File: src/rtl/quad_decoder.sv
// quad_decoder: x4 quadrature decoder with a wrapping up/down position count.
// Phase pins A/B are synchronized, optionally glitch-filtered, and decoded
// into step/direction updates of a WIDTH-bit position counter.
// Optional feature macro: QUAD_DEBOUNCE_EN (per-phase debounce filter).
module quad_decoder #(
  parameter int WIDTH           = 4,
  parameter int SYNC_STAGES     = 2,
  parameter int DEBOUNCE_CYCLES = 4
) (
  input  logic             clk,
  input  logic             reset,
  input  logic             enc_a,
  input  logic             enc_b,
  input  logic             clear,
  output logic [WIDTH-1:0] pos,
  output logic             dir,
  output logic             step,
  output logic             err,
  output logic [WIDTH-1:0] pos_oe,
  output logic             osc_en
);

  // Two flops is the least that makes the asynchronous pins safe to sample.
  localparam int SYNC_N = (SYNC_STAGES < 2) ? 2 : SYNC_STAGES;

`ifdef QUAD_DEBOUNCE_EN
  localparam int FILTER_DELAY = DEBOUNCE_CYCLES;
`else
  // Without the filter DEBOUNCE_CYCLES contributes no settling time.
  localparam int FILTER_DELAY = 0 * DEBOUNCE_CYCLES;
`endif

  // INIT lets the pin state propagate through every stage before it is trusted.
  localparam int              INIT_WAIT = SYNC_N + FILTER_DELAY;
  localparam logic [15:0]     INIT_LAST = 16'(INIT_WAIT);
  localparam logic [WIDTH-1:0] POS_ONE  = WIDTH'(1);

  typedef enum logic {INIT, RUN} state_t;

  state_t           state_q;
  logic [15:0]      initCnt_q;
  logic [1:0]       prev_q;
  logic [WIDTH-1:0] pos_q;
  logic             dir_q;
  logic             step_q;
  logic             err_q;
  logic [WIDTH-1:0] posOe_q;

  logic [SYNC_N-1:0] syncA_q;
  logic [SYNC_N-1:0] syncB_q;
  logic              aSync;
  logic              bSync;
  logic [1:0]        cur;
  logic [1:0]        phaseDelta;

  // Shift each asynchronous phase pin through its synchronizer chain.
  always_ff @(posedge clk) begin
    if (reset) begin
      syncA_q <= '0;
      syncB_q <= '0;
    end else begin
      syncA_q <= {syncA_q[SYNC_N-2:0], enc_a};
      syncB_q <= {syncB_q[SYNC_N-2:0], enc_b};
    end
  end

  assign aSync = syncA_q[SYNC_N-1];
  assign bSync = syncB_q[SYNC_N-1];

`ifdef QUAD_DEBOUNCE_EN
  localparam logic [15:0] DB_LAST = 16'((DEBOUNCE_CYCLES < 1) ? 0 : DEBOUNCE_CYCLES - 1);

  logic        filtA_q;
  logic        filtB_q;
  logic [15:0] dbA_q;
  logic [15:0] dbB_q;

  // Accept a new phase level only after it has differed for DEBOUNCE_CYCLES cycles.
  always_ff @(posedge clk) begin
    if (reset) begin
      filtA_q <= 1'b0;
      filtB_q <= 1'b0;
      dbA_q   <= '0;
      dbB_q   <= '0;
    end else begin
      if (aSync != filtA_q) begin
        if (dbA_q >= DB_LAST) begin
          filtA_q <= aSync;
          dbA_q   <= '0;
        end else begin
          dbA_q <= dbA_q + 16'd1;
        end
      end else begin
        dbA_q <= '0;
      end
      if (bSync != filtB_q) begin
        if (dbB_q >= DB_LAST) begin
          filtB_q <= bSync;
          dbB_q   <= '0;
        end else begin
          dbB_q <= dbB_q + 16'd1;
        end
      end else begin
        dbB_q <= '0;
      end
    end
  end

  assign cur = {filtA_q, filtB_q};
`else
  assign cur = {aSync, bSync};
`endif

  // Position of a phase pair along the up sequence 00 -> 10 -> 11 -> 01.
  function automatic logic [1:0] phaseIdx(input logic [1:0] ab);
    case (ab)
      2'b00:   return 2'd0;
      2'b10:   return 2'd1;
      2'b11:   return 2'd2;
      default: return 2'd3;
    endcase
  endfunction

  // 1 = one step up, 3 = one step down, 2 = both pins changed, 0 = no change.
  assign phaseDelta = phaseIdx(cur) - phaseIdx(prev_q);

  // Decoder FSM: settle in INIT, then count steps and flag illegal jumps in RUN.
  always_ff @(posedge clk) begin
    if (reset) begin
      state_q   <= INIT;
      initCnt_q <= '0;
      prev_q    <= 2'b00;
      pos_q     <= '0;
      dir_q     <= 1'b1;
      step_q    <= 1'b0;
      err_q     <= 1'b0;
      posOe_q   <= '0;
    end else begin
      posOe_q <= '1;
      step_q  <= 1'b0;
      case (state_q)
        INIT: begin
          if (initCnt_q == INIT_LAST) begin
            prev_q  <= cur;
            state_q <= RUN;
          end else begin
            initCnt_q <= initCnt_q + 16'd1;
          end
        end
        RUN: begin
          prev_q <= cur;
          if (clear) begin
            pos_q <= '0;
            err_q <= 1'b0;
          end else begin
            case (phaseDelta)
              2'd1: begin
                pos_q  <= pos_q + POS_ONE;
                dir_q  <= 1'b1;
                step_q <= 1'b1;
              end
              2'd3: begin
                pos_q  <= pos_q - POS_ONE;
                dir_q  <= 1'b0;
                step_q <= 1'b1;
              end
              2'd2: err_q <= 1'b1;
              default: ;
            endcase
          end
        end
        default: state_q <= INIT;
      endcase
    end
  end

  assign pos    = pos_q;
  assign dir    = dir_q;
  assign step   = step_q;
  assign err    = err_q;
  assign pos_oe = posOe_q;
  assign osc_en = 1'b1;

endmodule

File: config.mk
export PLATFORM = sky130hd
export DESIGN_NAME = quad_decoder
export DESIGN_NICKNAME = d
export VERILOG_FILES = /design/src/rtl/quad_decoder.sv
export SDC_FILE = /design/constraint.sdc
export NUM_CORES = 1
export LEC_CHECK = 0
export BUFFER_PORTS_ARGS = -buffer_cell sky130_fd_sc_hd__clkbuf_2
export CAP_MARGIN = 15
export CORE_UTILIZATION = 53
export DETAILED_ROUTE_END_ITERATION = 7
export HOLD_SLACK_MARGIN = 0.08
export MAX_ROUTING_LAYER = met4
export PLACE_DENSITY = 0.75
export REMOVE_ABC_BUFFERS = 1
export SLEW_MARGIN = 20
export SYNTH_ARGS = -nofsm -noshare
export SYNTH_HDL_FRONTEND = slang
export SYNTH_SLANG_ARGS = --single-unit
File: constraint.sdc
create_clock -name clk -period 7.5 [get_ports clk]
set_input_delay 2.25 -clock clk [delete_from_list [all_inputs] [get_ports clk]]
set_output_delay 2.25 -clock clk [all_outputs]
set_load 0.01 [all_outputs]
==> results of run 1 <==
[final timing paths]
kind	from	end	slack (ns)	cells past startpoint
hold / removal	syncA_q[0]	syncA_q[1]	0.46	1
setup / recovery	pos[1]	pos[1]	4.32	1
setup reg to reg	prev_q[1]	pos[3]	4.84	12
hold reg to reg	syncA_q[0]	syncA_q[1]	0.46	1
[power groups by stage]
stage / logic, mW / clock network (mW) / registers [mW]
after floorplan: 0.0473 / 0 / 0.190
after global placement: 0.0609 / 0 / 0.192
after detailed placement: 0.0629 / 0 / 0.193
after CTS: 0.0647 / 0.0958 / 0.189
after global routing: 0.0722 / 0.103 / 0.192
final: 0.0637 / 0.0930 / 0.190
[per-stage QoR]
stage | power (mW) | std cells | instance area [sq um]
floorplan | 0.238 | 146 | 1400
global placement | 0.253 | 191 | 1510
detailed placement | 0.256 | 191 | 1510
CTS | 0.350 | 199 | 1560
global route | 0.367 | 199 | 1560
finish | 0.346 | 199 | 1560
[area by class of cell]
type / count / area (sq um) / share of cell area (%)
clock inverters: 1 / 5.00 / 0.321
clock buffers: 7 / 45.0 / 2.88
repair buffers: 15 / 75.1 / 4.81
flip-flops and latches: 31 / 621 / 39.7
multi-input cells: 109 / 756 / 48.4
inverters: 6 / 22.5 / 1.44
well taps: 30 / 37.5 / 2.40
[cells by family (layout without fill, tap and decap cells)]
family                   after synthesis  count (layout)
XOR/XNOR                              18              18
multiplexers                           2               2
buffers and inverters                 16              29
adder cells (fa/ha/maj)                9               9
AND/OR/NAND/NOR                       65              65
AO/OA/AOI/OAI                         14              14
flip-flops                            31              31
other                                  1               1
[synth_stat cells (3+ instances only)]
library cell / n
ha_1: 9
and2_1: 5
xnor2_1: 5
dfxtp_1: 31
nor2_1: 27
inv_1: 6
a31oi_1: 3
nor2b_1: 4
nand2_1: 7
buf_4: 5
nand3_1: 6
xor2_1: 12
nand4_1: 3
[cells in the final DEF, fill, tap and decap left out, types with 4 or more instances in the layout]
cell type	n
clkbuf_4	5
nand2_1	7
nor2b_1	4
clkbuf_2	15
xor2_1	12
and2_1	5
nor2_1	27
inv_1	6
xnor2_1	5
nand3_1	6
dfxtp_1	31
ha_1	9
[state kept, by name, summed over array words and instances, names as in the netlist]
signal     count
pos            4
state_q        1
err            1
step           1
pos_oe         1
prev_q         2
initCnt_q     16
syncA_q        2
syncB_q        2
dir            1
[layer usage]
layer	vias up	track usage, %	routed length, microns
met1	506	24.3	1170
met4	0	7.69	46
li1	546	-	-
met3	7	9.17	106
met2	18	35.4	1290
met5	-	-	0
[worst reg2reg max path, stage by stage, from the launching register on]
cell and delay [ns]:
dfxtp_1 0.38, inv_1 0.06, ha_1 0.27, inv_1 0.06, ha_1 0.14, xor3_2 0.48, and2_2 0.24, ha_1 0.32
o21a_1 0.12, nor3_1 0.14, mux2i_1 0.12, nand4b_1 0.10, o221ai_1 0.10
==> run_results.csv, run 1 <==
group,metric,value,unit
status,outcome,"finished clean",
sta,fin_skew,0.00138,ns
synthesis,synthTopCellsByArea,"dfxtp_1 43%, ha_1 7.7%, xor2_1 7.2%",
pwr,switchingPower,105,uW
sta,holdWs,0.456,ns
cts,cts_made_buffers,5,
synthesis,ys_seq_elements,31,
placement,gp_congestion,0.740,
placement,pre_cts_ws,4.17,ns
detailed_routing,wl,2610,microns
global_route,grt_pass1_wl,4280,microns
floorplan,die_h,54.4,microns
pwr,irDropWorstVdd,0.000174,V
pwr,seqPwrFrac,54.7,%
pwr,p_int,241,uW
synthesis,synth_top_area_share,42.6,%
layout,final_nets,182,
placement,portBuffers,15,
global_route,grt_usage,22.0,%
worst_setup_path,end_kind,"primary output",
floorplan,die_w,54.4,microns
synthesis,synth_compound_area_share,7.38,%
worst_setup_path,critical_path.slowest_cell,"dfxtp_1",
layout,fillers,233,
cts,cts_buffer_depth,2,
floorplan,core,0.00254,sq mm
sta,setup-tns-final,0,ns
synthesis,synth_cell_type_count,39,
floorplan,core.rowCount,18,
cts,cts_hold_buf,0,
floorplan,die_area,0.00296,sq mm
detailed_routing,avgRoutedWirePerCell,13.1,microns
global_route,grt_overflow,0,
synthesis,avgSynthCellArea,9.34,sq um
pwr,p_leak,0.696,nW
sta,fin_crit,3.18,ns
sta,max_freq,314,MHz
sta,setup_viol,0,
cts,post_cts_buffers,0,
pwr,p_per_area,222,mW/mm^2
cts,clk_latency,0.33,ns
synthesis,synthArstFlopShare,0,%
synthesis,ys.flop_type,"dfxtp_1",
global_route,antenna_found_initial,0,
placement,dp_hpwl,1780,microns
cts,cts-root-buf,"clkbuf_4",
synthesis,syn_inst,156,
synthesis,syn_area,0.00146,sq mm
synthesis,synthSimpleGateAreaFrac,23.2,%
cts,clock-sinks,31,
layout,fin_util,61.4,%
sta,worst_pin_slew,0.545,ns
synthesis,seq_area_frac_synth,42.6,%
sta,setup_slack,4.32,ns
cts,cts_resized,0,
worst_setup_path,crit_chain,"clkbuf_2",
job,cap_violations,0,
synthesis,synthXorXnorAreaFrac,11.9,%
synthesis,synthMuxAreaShare,1.37,%
layout,antenna-diode-count,0,
floorplan,io_pins,17,
layout,area_growth,7.12,%
cts,htree_levels,2,
worst_setup_path,path_max_fanout,6,
global_route,grt_start_max_net_pins,28,
worst_setup_path,worst_setup_path_start_kind,"flop",
detailed_routing,drc_errors,0,
worst_setup_path,critPathBufInv,1,
detailed_routing,drt_iter0_drc,13,
global_route,grt_pass1_vias,977,
synthesis,synth_top_family_by_area,"simple AND/OR/NAND/NOR gates",
layout,drive_gt1_share,15.4,%
worst_setup_path,path_delay_family,"flip-flops",
worst_setup_path,required,5.25,ns
pwr,swShare,30.5,%
sta,post-route-period-util,42.4,%
worst_setup_path,crit_type,"flop to primary output",
detailed_routing,dr.pass1.iters,4,
hold_path,hp-class,"flop to flop",
sta,hold_viol_final,0,
cts,cts_tree,"done",
synthesis,yosysTopAreaCell,"dfxtp_1",
synthesis,synthAdderAreaFrac,7.73,%
floorplan,start_util,57.3,%
cts,clkTransAtPathRegs,0.09,ns
synthesis,synth-edff-count,0,
sta,slew_viol_final,0,
worst_setup_path,slowest_delay,0.44,ns
detailed_routing,via_per_inst,5.41,
detailed_routing,route.vias.total,1077,
sta,rsz0062_at_grt,"false",
synthesis,synth_warnings,0,
pwr,clockPowerShare,26.9,%
worst_setup_path,arrival,0.93,ns
sta,maxSlewHeadroom,63.6,%
detailed_routing,ant_nets,0,
pwr,p_comb_share,18.4,%
Note: power is estimated with default switching activity, not from simulation.
==> run 2: changes to the inputs <==
--- a/config.mk
+++ b/config.mk
@@ -7,7 +7,7 @@
 export LEC_CHECK = 0
 export BUFFER_PORTS_ARGS = -buffer_cell sky130_fd_sc_hd__clkbuf_2
 export CAP_MARGIN = 15
-export CORE_UTILIZATION = 53
+export CORE_UTILIZATION = 51
 export DETAILED_ROUTE_END_ITERATION = 7
 export HOLD_SLACK_MARGIN = 0.08
 export MAX_ROUTING_LAYER = met4
==> constraint.sdc (replaced) <==
create_clock -name clk -period 2.85 [get_ports clk]
set_input_delay 0.855 -clock clk [delete_from_list [all_inputs] [get_ports clk]]
set_output_delay 0.855 -clock clk [all_outputs]
set_load 0.01 [all_outputs]
==> run_results.csv, run 2 (synthesized netlist as in run 1, its figures left out) <==
group,metric,value,unit
pwr,p_leak,0.719,nW
worst_setup_path,reg2reg_slack,0.20,ns
floorplan,die_area,0.00308,sq mm
sta,max_freq,377,MHz
detailed_routing,wl_met1,1050,microns
cts,cts_tree,"done",
detailed_routing,wl,2500,microns
worst_setup_path,critical_path.slowest_cell,"xor3_2",
global_route,grt_usage,18.5,%
sta,fin_crit,2.65,ns
placement,pre_cts_ws,0.203,ns
detailed_routing,highest_layer,"met4",
floorplan,core.rowCount,19,
detailed_routing,ant_nets,0,
detailed_routing,route.vias.total,1068,
pwr,p_per_area,673,mW/mm^2
status,outcome,"finished clean",
placement,placed_cells,192,
placement,gp_congestion,0.811,
layout,area_growth,10.7,%
global_route,grt_overflow,0,
sta,post-route-period-util,93.1,%
layout,layout_common_cells,"31 x dfxtp_1, 27 x nor2_1, 15 x clkbuf_2, 12 x xor2_1, 9 x ha_1",
worst_setup_path,crit_chain,"inv_1, ha_1, inv_1, ha_1, xor3_2, and2_2, ha_1, o21a_1, nor3_1, mux2i_1, nand4b_1, o221ai_1",
sta,fin_skew,0.00919,ns
hold_path,hp-class,"flop to flop",
layout,layout_commonest_cell,"dfxtp_1",
sta,setup_viol,0,
hold_path,hold_path_end,"syncB_q[1]",
worst_setup_path,path_max_fanout,5,
global_route,grt_pass1_wl,4230,microns
floorplan,die_h,55.5,microns
cts,post_cts_buffers,0,
floorplan,start_util,53.3,%
detailed_routing,via_per_inst,5.34,
detailed_routing,wl_met3,100,microns
hold_path,hp-start,"syncB_q[0]",
floorplan,core,0.00273,sq mm
floorplan,io_pins,17,
cts,cts_hold_buf,0,
cts,cts_made_buffers,5,
cts,clk_latency,0.33,ns
layout,fin_util,59.0,%
sta,rsz0062_at_grt,"false",
sta,hold_viol_final,0,
layout,final_nets,182,
sta,slew_viol_final,0,
layout,final-instance-count-excl-fill,200,
placement,portBuffers,15,
worst_setup_path,arrival,2.86,ns
detailed_routing,avgRoutedWirePerCell,12.5,microns
layout,antenna-diode-count,0,
detailed_routing,dr_wl_met2,1290,microns
layout,largest_reg_flops,16,
pwr,p_total,1.09,mW
global_route,grt_start_max_net_pins,28,
sta,worst_pin_slew,0.544,ns
cts,cts_buffer_depth,2,
detailed_routing,drc_errors,0,
sta,setup-tns-final,0,ns
layout,largest_register,"initCnt_q",
detailed_routing,drt_iter0_drc,10,
worst_setup_path,slowest_delay,0.48,ns
cts,clkTransAtPathRegs,0.10,ns
worst_setup_path,required,3.06,ns
layout,drive_gt1_share,16.0,%
pwr,irDropWorstVdd,0.000663,V
sta,maxSlewHeadroom,63.8,%
job,cap_violations,0,
worst_setup_path,crit_type,"flop to flop",
floorplan,die_w,55.5,microns
worst_setup_path,cp_common_cell,"ha_1",
worst_setup_path,rr_endpoint,"pos[3]",
hold_path,min_path_cells,1,
cts,clock-sinks,31,
worst_setup_path,end_kind,"flop",
cts,cts_resized,0,
cts,cts-root-buf,"clkbuf_4",
worst_setup_path,worst_setup_path_start_kind,"flop",
worst_setup_path,reg2regPathDepth,12,
placement,dp_hpwl,1820,microns
worst_setup_path,worst_r2r_startpoint,"prev_q[1]",
detailed_routing,dr.pass1.iters,4,
global_route,grt_pass1_vias,1018,
cts,htree_levels,2,
global_route,antenna_found_initial,0,
sta,setup_slack,0.198,ns
-- run 2: final cells by class --
class	count	area, sq um
Multi-Input combinational cell	109	756
Clock inverter	2	60.1
Sequential cell	31	621
Tap cell	31	38.8
Fill cell	245	1120
Clock buffer	6	41.3
Timing Repair Buffer	15	75.1
Inverter	6	22.5
-- run 2: per-stage QoR --
stage               hold WS [ns]  instance area (sq um)
finish                     0.449                   1610
global route               0.468                   1610
CTS                        0.456                   1610
detailed placement         0.432                   1510
global placement           0.415                   1510
floorplan                  0.414                   1400
-- run 2: critical path: cells and delay by family (launching register included) --
| family | cells | cell delay, ns |
|---|---|---|
| mux | 1 | 0.12 |
| buf+inv | 2 | 0.11 |
| simple gates | 3 | 0.47 |
| flops | 1 | 0.37 |
| compound gates | 2 | 0.24 |
| xor+xnor | 1 | 0.48 |
| fa+ha+maj | 3 | 0.72 |
-- run 2: how the worst max path moves through the flow --
| stage | slack, ns | endpoint | startpoint |
|---|---|---|---|
| 2_1_floorplan | 0.42 | pos[3] | prev_q[1] |
| 3_3_place_gp | 0.35 | pos[3] | prev_q[1] |
| 3_5_place_dp | 0.20 | pos[3] | prev_q[1] |
| 4_1_cts | 0.18 | pos[3] | prev_q[1] |
| 5_1_grt | 0.04 | pos[3] | prev_q[1] |
| 6_report | 0.20 | pos[3] | prev_q[1] |
-- run 2: report_power, final --
group | internal, mW | switching [mW]
registers | 0.462 | 0.0365
logic | 0.0757 | 0.0892
clock network | 0.274 | 0.149
-- run 2: layer usage --
metal,vias to the layer above,GRT usage (%)
met5,-,-
met4,0,8.57
met2,15,31.8
met1,499,18.5
li1,548,-
met3,6,7.03
==> run 3: changes to the inputs <==
--- a/config.mk
+++ b/config.mk
@@ -7,7 +7,7 @@
 export LEC_CHECK = 0
 export BUFFER_PORTS_ARGS = -buffer_cell sky130_fd_sc_hd__clkbuf_2
 export CAP_MARGIN = 15
-export CORE_UTILIZATION = 51
+export CORE_UTILIZATION = 53
 export DETAILED_ROUTE_END_ITERATION = 7
 export HOLD_SLACK_MARGIN = 0.08
 export MAX_ROUTING_LAYER = met4
==> constraint.sdc (replaced) <==
create_clock -name clk -period 2.9 [get_ports clk]
set_input_delay 0.87 -clock clk [delete_from_list [all_inputs] [get_ports clk]]
set_output_delay 0.87 -clock clk [all_outputs]
set_load 0.01 [all_outputs]
==> run_results.csv, run 3 (synthesized netlist as in run 1, its figures left out) <==
group,metric,value,unit
detailed_routing,dr.pass1.iters,4,
cts,cts_tree,"done",
hold_path,hold_path_end,"syncB_q[1]",
layout,drive_gt1_share,16.1,%
status,outcome,"finished clean",
sta,slew_viol_final,0,
detailed_routing,wl,2590,microns
sta,rsz0062_at_grt,"false",
cts,cts-root-buf,"clkbuf_4",
floorplan,start_util,57.3,%
layout,largest_register,"initCnt_q",
sta,max_freq,383,MHz
floorplan,core.rowCount,18,
worst_setup_path,critical_path.slowest_cell,"xor3_2",
placement,portBuffers,15,
sta,setup_viol,0,
global_route,grt_pass1_vias,971,
detailed_routing,wl_met3,100,microns
layout,final-instance-count-excl-fill,198,
cts,clkTransAtPathRegs,0.09,ns
sta,fin_crit,2.61,ns
cts,htree_levels,2,
job,cap_violations,0,
sta,maxSlewHeadroom,63.8,%
detailed_routing,highest_layer,"met4",
placement,gp_congestion,0.797,
floorplan,die_h,54.4,microns
worst_setup_path,reg2regPathDepth,11,
hold_path,min_path_cells,1,
cts,cts_resized,0,
worst_setup_path,cp_common_cell,"ha_1",
worst_setup_path,slowest_delay,0.47,ns
worst_setup_path,reg2reg_slack,0.29,ns
pwr,irDropWorstVdd,0.000443,V
detailed_routing,dr_wl_met2,1360,microns
worst_setup_path,required,3.08,ns
worst_setup_path,worst_r2r_startpoint,"prev_q[1]",
layout,final_area,0.00157,sq mm
placement,placed_cell_area,0.00151,sq mm
hold_path,hp-class,"flop to flop",
floorplan,core,0.00254,sq mm
layout,largest_reg_flops,16,
global_route,grt_start_max_net_pins,28,
detailed_routing,drt_iter0_drc,8,
floorplan,die_w,54.4,microns
sta,post-route-period-util,90.0,%
layout,fillers,239,
placement,dp_hpwl,1920,microns
detailed_routing,via_per_inst,5.40,
global_route,grt_usage,21.0,%
global_route,grt_overflow,0,
hold_path,hp-start,"syncB_q[0]",
detailed_routing,drc_errors,0,
cts,clk_latency,0.32,ns
global_route,antenna_found_initial,0,
layout,antenna-diode-count,0,
layout,layout_commonest_cell,"dfxtp_1",
sta,setup-tns-final,0,ns
layout,area_growth,7.55,%
layout,final_nets,182,
cts,post_cts_buffers,0,
detailed_routing,avgRoutedWirePerCell,13.1,microns
cts,cts_hold_buf,0,
sta,worst_pin_slew,0.543,ns
pwr,p_per_area,574,mW/mm^2
cts,cts_made_buffers,5,
worst_setup_path,rr_endpoint,"pos[3]",
floorplan,die_area,0.00296,sq mm
detailed_routing,route.vias.total,1069,
floorplan,io_pins,17,
cts,clock-sinks,31,
placement,placed_cells,191,
worst_setup_path,crit_type,"flop to flop",
worst_setup_path,arrival,2.79,ns
sta,hold_viol_final,0,
worst_setup_path,worst_setup_path_start_kind,"flop",
worst_setup_path,end_kind,"flop",
layout,layout_common_cells,"31 x dfxtp_1, 27 x nor2_1, 15 x clkbuf_2, 12 x xor2_1, 9 x ha_1",
worst_setup_path,path_max_fanout,5,
detailed_routing,wl_met1,1090,microns
pwr,p_leak,0.701,nW
global_route,grt_pass1_wl,4120,microns
detailed_routing,ant_nets,0,
sta,fin_skew,0.00536,ns
cts,cts_buffer_depth,2,
worst_setup_path,crit_chain,"inv_1, ha_1, inv_1, ha_1, xor3_2, and2_2, ha_1, a31oi_1, nor2_1, mux2i_1, o221ai_1",
==> run 3: power breakdown <==
part	switching [mW]	internal, mW
Combinational	0.0885	0.0745
Sequential	0.0360	0.454
Clock	0.135	0.112
Total	0.260	0.640
==> run 3: layer usage <==
layer,vias up,GRT usage (%)
met2,19,37.4
met3,4,8.33
met4,0,7.69
li1,544,-
met1,502,20.4
met5,-,-
==> run 3: area by class of cell <==
cell class | count | area (sq um) | area share [%]
Inverter | 6 | 22.5 | 1.44
Clock buffer | 6 | 51.3 | 3.27
Multi-Input combinational cell | 109 | 756 | 48.2
Timing Repair Buffer | 15 | 75.1 | 4.79
Sequential cell | 31 | 621 | 39.6
Tap cell | 30 | 37.5 | 2.39
Clock inverter | 1 | 5.00 | 0.319
==> run 3: through the flow <==
stage	utilization [%]	worst slack, ns	power (mW)	hold slack (ns)
2_1_floorplan	-	0.472	0.615	0.414
3_3_place_gp	59.4	0.404	0.652	0.420
3_5_place_dp	59.4	0.296	0.663	0.430
4_1_cts	61.6	0.281	0.913	0.451
5_1_grt	61.6	0.0694	0.950	0.468
6_report	61.6	0.289	0.900	0.447
==> run 3: worst max path at each step <==
stage                    from  endpoint  depth (start not counted)
finish              prev_q[1]    pos[3]                         11
global route        prev_q[1]    pos[3]                         12
CTS                 prev_q[1]    pos[3]                         12
detailed placement  prev_q[1]    pos[3]                         12
global placement    prev_q[1]    pos[3]                         12
floorplan           prev_q[1]    pos[3]                         12
==> run 3: critical path: cells and delay by family (launching register included) <==
kind / cells / cell delay (ns)
adder cells (fa/ha/maj): 3 / 0.71
XOR/XNOR: 1 / 0.47
flip-flops: 1 / 0.36
AO/OA/AOI/OAI: 2 / 0.36
AND/OR/NAND/NOR: 2 / 0.30
multiplexers: 1 / 0.16
buffers and inverters: 2 / 0.11
